[config.mk]
export PLATFORM = sky130hd
export DESIGN_NAME = gray_rx_tracker
export DESIGN_NICKNAME = d
export VERILOG_FILES = /design/src/rtl/gray_pkg.sv /design/src/rtl/gray_to_bin.sv /design/src/rtl/gray_rx_tracker.sv
export SDC_FILE = /design/constraint.sdc
export NUM_CORES = 1
export LEC_CHECK = 0
export CORE_ASPECT_RATIO = 0.7
export CORE_MARGIN = 2
export CORE_UTILIZATION = 48
export DETAILED_ROUTE_END_ITERATION = 10
export PLACE_DENSITY_LB_ADDON = 0.3
export SETUP_SLACK_MARGIN = 0.1
export SLEW_MARGIN = 15
export SYNTH_ARGS = -nofsm -noshare
export SYNTH_HDL_FRONTEND = slang
export SYNTH_SLANG_ARGS = --single-unit
[constraint.sdc]
create_clock -name clk -period 3.3 [get_ports clk]
set_input_delay 0.33 -clock clk [delete_from_list [all_inputs] [get_ports clk]]
set_output_delay 0.33 -clock clk [all_outputs]
set_load 0.05 [all_outputs]
[src/rtl/gray_pkg.sv]
// Shared types and constants for the Gray-coded position receiver.
// Pure declarations: no logic, no latency, no flow control.
package gray_pkg;

    localparam int GW = 4;
    localparam int CW = 8;

    typedef enum logic [1:0] {
        INIT  = 2'd0,
        TRACK = 2'd1,
        FAULT = 2'd2
    } state_t;

endpackage

[src/rtl/gray_to_bin.sv]
// Combinational Gray-to-binary decoder (MSB passes through, each lower bit XORs in).
// Zero latency; no flow control.
module gray_to_bin
    import gray_pkg::*;
(
    input  logic [GW-1:0] g,
    output logic [GW-1:0] b
);

    logic acc;

    always_comb begin
        acc       = g[GW-1];
        b         = '0;
        b[GW-1]   = acc;
        for (int i = GW - 2; i >= 0; i--) begin
            acc  = acc ^ g[i];
            b[i] = acc;
        end
    end

endmodule

[src/rtl/gray_rx_tracker.sv]
// Synchronizes a Gray position, decodes it and tracks legal +/-1 steps into pos; illegal steps latch err.
// g-to-b latency 2 cycles (3 with GRAY_RX_SYNC_EN defined: two-flop synchronizer); no backpressure, clr restarts INIT.
module gray_rx_tracker
    import gray_pkg::*;
(
    input  logic          clk,
    input  logic          rst,
    input  logic [GW-1:0] g,
    input  logic          clr,
    output logic [GW-1:0] b,
    output logic          vld,
    output logic          up,
    output logic          dn,
    output logic          wrap,
    output logic          err,
    output logic [CW-1:0] pos
);

    logic [GW-1:0] gs;

`ifdef GRAY_RX_SYNC_EN
    localparam int INIT_LEN = 3;

    logic [GW-1:0] s1_q, s1_d, s2_q, s2_d;

    always_comb begin
        s1_d = g;
        s2_d = s1_q;
    end

    always_ff @(posedge clk or posedge rst) begin
        if (rst) begin
            s1_q <= '0;
            s2_q <= '0;
        end else begin
            s1_q <= s1_d;
            s2_q <= s2_d;
        end
    end

    assign gs = s2_q;
`else
    localparam int INIT_LEN = 2;

    logic [GW-1:0] s1_q, s1_d;

    always_comb s1_d = g;

    always_ff @(posedge clk or posedge rst) begin
        if (rst) s1_q <= '0;
        else     s1_q <= s1_d;
    end

    assign gs = s1_q;
`endif

    localparam logic [1:0] INIT_LAST = 2'(INIT_LEN - 1);

    logic [GW-1:0] gs_bin;
    logic [GW-1:0] gp_q, gp_d;
    logic [GW-1:0] b_q, b_d;
    logic [GW-1:0] b_inc, b_dec, diff;
    state_t        state_q, state_d;
    logic [1:0]    cnt_q, cnt_d;
    logic          vld_q, vld_d;
    logic          up_q, up_d;
    logic          dn_q, dn_d;
    logic          wrap_q, wrap_d;
    logic          err_q, err_d;
    logic [CW-1:0] pos_q, pos_d;

    gray_to_bin u_dec (
        .g (gs),
        .b (gs_bin)
    );

    // b_q is always the decode of gp_q, so it serves as the previous binary position.
    assign b_inc = b_q + 4'd1;
    assign b_dec = b_q - 4'd1;
    assign diff  = gs ^ gp_q;

    always_comb begin
        gp_d    = gs;
        b_d     = gs_bin;
        state_d = state_q;
        cnt_d   = cnt_q;
        vld_d   = vld_q;
        up_d    = 1'b0;
        dn_d    = 1'b0;
        wrap_d  = 1'b0;
        err_d   = err_q;
        pos_d   = pos_q;

        case (state_q)
            INIT: begin
                if (cnt_q == INIT_LAST) begin
                    state_d = TRACK;
                    vld_d   = 1'b1;
                    cnt_d   = 2'd0;
                end else begin
                    cnt_d = cnt_q + 2'd1;
                end
            end
            TRACK: begin
                if (diff != '0) begin
                    // A one-bit Gray change that is not an adjacent code is treated as corruption too.
                    if (gs_bin == b_inc) begin
                        up_d   = 1'b1;
                        wrap_d = (b_q == 4'hF);
                        pos_d  = pos_q + 8'd1;
                    end else if (gs_bin == b_dec) begin
                        dn_d   = 1'b1;
                        wrap_d = (b_q == 4'h0);
                        pos_d  = pos_q - 8'd1;
                    end else begin
                        err_d   = 1'b1;
                        state_d = FAULT;
                    end
                end
            end
            FAULT: ;
            default: state_d = INIT;
        endcase

        if (clr) begin
            state_d = INIT;
            cnt_d   = 2'd0;
            vld_d   = 1'b0;
            up_d    = 1'b0;
            dn_d    = 1'b0;
            wrap_d  = 1'b0;
            err_d   = 1'b0;
            pos_d   = '0;
        end
    end

    always_ff @(posedge clk or posedge rst) begin
        if (rst) begin
            gp_q    <= '0;
            b_q     <= '0;
            state_q <= INIT;
            cnt_q   <= 2'd0;
            vld_q   <= 1'b0;
            up_q    <= 1'b0;
            dn_q    <= 1'b0;
            wrap_q  <= 1'b0;
            err_q   <= 1'b0;
            pos_q   <= '0;
        end else begin
            gp_q    <= gp_d;
            b_q     <= b_d;
            state_q <= state_d;
            cnt_q   <= cnt_d;
            vld_q   <= vld_d;
            up_q    <= up_d;
            dn_q    <= dn_d;
            wrap_q  <= wrap_d;
            err_q   <= err_d;
            pos_q   <= pos_d;
        end
    end

    assign b    = b_q;
    assign vld  = vld_q;
    assign up   = up_q;
    assign dn   = dn_q;
    assign wrap = wrap_q;
    assign err  = err_q;
    assign pos  = pos_q;

endmodule

==> out/results.ini <==
[cts]
cts_hold_buf=0
cts_tree=done
clock_sinks=28
cts_root_buf=clkbuf_8
cts.clk_slew.worst_paths_ns=0.11
cts_inserted_buffers=3
clock_latency_ns=0.28
cts_buffer_depth=2
cts_max_level=1

[sta]
period_share_pct=97.7
fin_skew_ns=0.00794
finalMaxSlewViolations=0
worst_pin_slew_ns=0.998
setup_viol=0
rsz0062_at_grt=true
setup_tns_ns=0
fmax_mhz=310
hold_viol=0
slew_headroom_pct=33.1
period_needed_ns=3.23

[logic_synthesis]
ys.flop_type=dfrtp_1
synth_fa_ha_area_share_pct=8.26
synthTopCellsByCount=28 x dfrtp_1, 15 x nor2_1, 11 x inv_1
synth_nets=162
netlist_instances=145
synth_top_family_by_area=XOR/XNOR gates
yosys_warnings=0
ys_seq_area_share_pct=43.6
synth_edf_count=0
synth-xor-area-share_pct=14.2
yosysTopAreaCell=dfrtp_1
yosysMostFrequentCell=dfrtp_1
avgSynthCellArea_um2=11.1
syn-cell-area_um2=1610
synth_simple_gate_area_share_pct=12.3
ys_ff_latch=28
synth_top_area_share_pct=43.6
async_flop_share_pct=100
synth_area_leaders=dfrtp_1 44%, ha_1 7.0%, xor2_1 4.4%, xnor2_1 3.8%, mux2i_1 3.7%
muxShareOfSynthArea_pct=4.44
ys_types=39
synth_compound_area_share_pct=13.6

[global_routing]
antenna_found_initial=0
grt_max_degree=29
grt_pass1_wl_um=5160
groute.usage.overall_pct=18.0
grt_pass1_vias=1096
grt_overflow=0

[placed_design]
portBuffers=23
routabilityCongestion=0.846
place_hpwl_um=2300
dpl-instance-area_um2=1990

[drt]
routedWlPerCell_um=15.3
drt-pass1-iter-count=6
routed_via_density=5.34
routed_wl_um=3300
ant_nets=0
drt_drc_violations_left=0
dr_total_vias=1154
drtIter0Drc=39

[power]
cellLeakagePower_nw=0.964
ir_drop_mv=0.360
power.density_nw_per_um2=621

[setup_path]
arrival_ns=3.45
timing_worst_setup_path_type=flop to flop
critPathLaunchType=flop
worstPathRequired_ns=3.52
crit_fanout=6
critPathCaptureType=flop

[layout]
final_area_um2=2120
fill_cells=239
drive_above_1_share_pct=19.7
antenna_cells=0
nets=196
area_growth_pct=31.9
final_util_pct=66.8

[floorplanning]
die_area_um2=3830
core_area_um2=3170
pin_count=24
fp.dieH_um=52.4
die_x_um=73.1
rows=17
start_util_pct=50.7

[run_status]
outcome=finished clean

[min_path]
hold_class=input port to asynchronous set/reset pin

[job]
max_cap_viol_count=0

worst max-delay path, stage by stage, from the launching register on:
cell	delay [ns]
dfrtp_2	0.47
inv_4	0.08
ha_4	0.20
xor2_1	0.15
or3_4	0.39
a21oi_4	0.18
nand2_4	0.14
ha_4	0.24
a21o_1	0.18
a221o_1	0.38
o41ai_4	0.30
mux2_4	0.34
a2bb2oi_2	0.11
placed cells by master, fill, tap and decap left out, drive strengths merged, types with 2 or more instances in the layout:
| master | n |
|---|---|
| a21boi | 2 |
| nor2b | 4 |
| o21bai | 2 |
| a21oi | 9 |
| o41ai | 2 |
| a21o | 2 |
| clkdlybuf4s50 | 23 |
| nand2 | 7 |
| ha | 9 |
| xnor2 | 8 |
| nand3 | 5 |
| inv | 10 |
| o41a | 2 |
| or3 | 3 |
| o21ai | 3 |
| mux2i | 6 |
| dfrtp | 28 |
| and3 | 2 |
| clkbuf | 3 |
| buf | 9 |
| nor2 | 15 |
| xor2 | 10 |
area by class of cell:
cell class                 count  area, um2  share of cell area [%]
tap                           38       47.5                    2.25
inverter                      11       43.8                    2.07
clock inverter                 1       30.0                    1.42
timing repair buffer          32        298                    14.1
multi-input combinational    103        953                    45.0
clock buffer                   3       41.3                    1.95
sequential                    28        703                    33.2
path summary, 6_finish.rpt:
check | start | endpoint | slack (ns) | cells past startpoint
setup / recovery | b[0] | pos[7] | 0.07 | 12
min in group clk | g[3] | gp_d[3] | 0.48 | 1
hold reg to reg | state_q[1] | state_q[0] | 0.50 | 1
setup reg to reg | b[0] | pos[7] | 0.07 | 12
hold / removal | rst | err | 0.46 | 2
max in group asynchronous | rst | b[1] | 2.34 | 2
what timing repair did:
action	CTS	global route
gates resized for setup	2	1
buffers inserted	2	3
pin swaps	1	0
setup endpoints to repair	1	2
metrics by stage:
stage,hold WS (ns),std cells,total power [mW],setup WS (ns)
after global placement,0.463,207,0.990,0.0909
final,0.455,216,1.31,0.0748
after detailed placement,0.489,207,1.01,-0.0127
after CTS,0.478,213,1.30,0.111
after floorplan,0.361,145,0.872,-0.0895
after global routing,0.475,216,1.38,-0.0369
report_power, final:
group          switching [mW]  internal, mW
combinational           0.334         0.268
clock                   0.114         0.163
sequential             0.0467         0.388
total                   0.495         0.819
state kept, by name, summed over array words and instances, names as in the netlist:
signal   count
up           1
state_q      2
gp_q         3
vld          1
gp_d         4
wrap         1
err          1
pos          8
dn           1
b            4
cnt_q        2
routing by layer:
layer | up-vias | GRT usage [%] | wire, um
li1 | 561 | - | -
met1 | 562 | 24.8 | 1630
met2 | 29 | 28.2 | 1530
met3 | 2 | 5.38 | 128
met4 | 0 | 3.40 | 8
met5 | - | 0 | 0
cells by family (layout without fill, tap and decap cells):
logic type               after synthesis  after routing
AND/OR/NAND/NOR                       40             40
flip-flops                            28             28
AO/OA/AOI/OAI                         27             27
XOR/XNOR                              19             19
buffers and inverters                 14             47
adder cells (fa/ha/maj)               10             10
multiplexers                           7              7
Note: power is estimated with default switching activity, not from simulation.
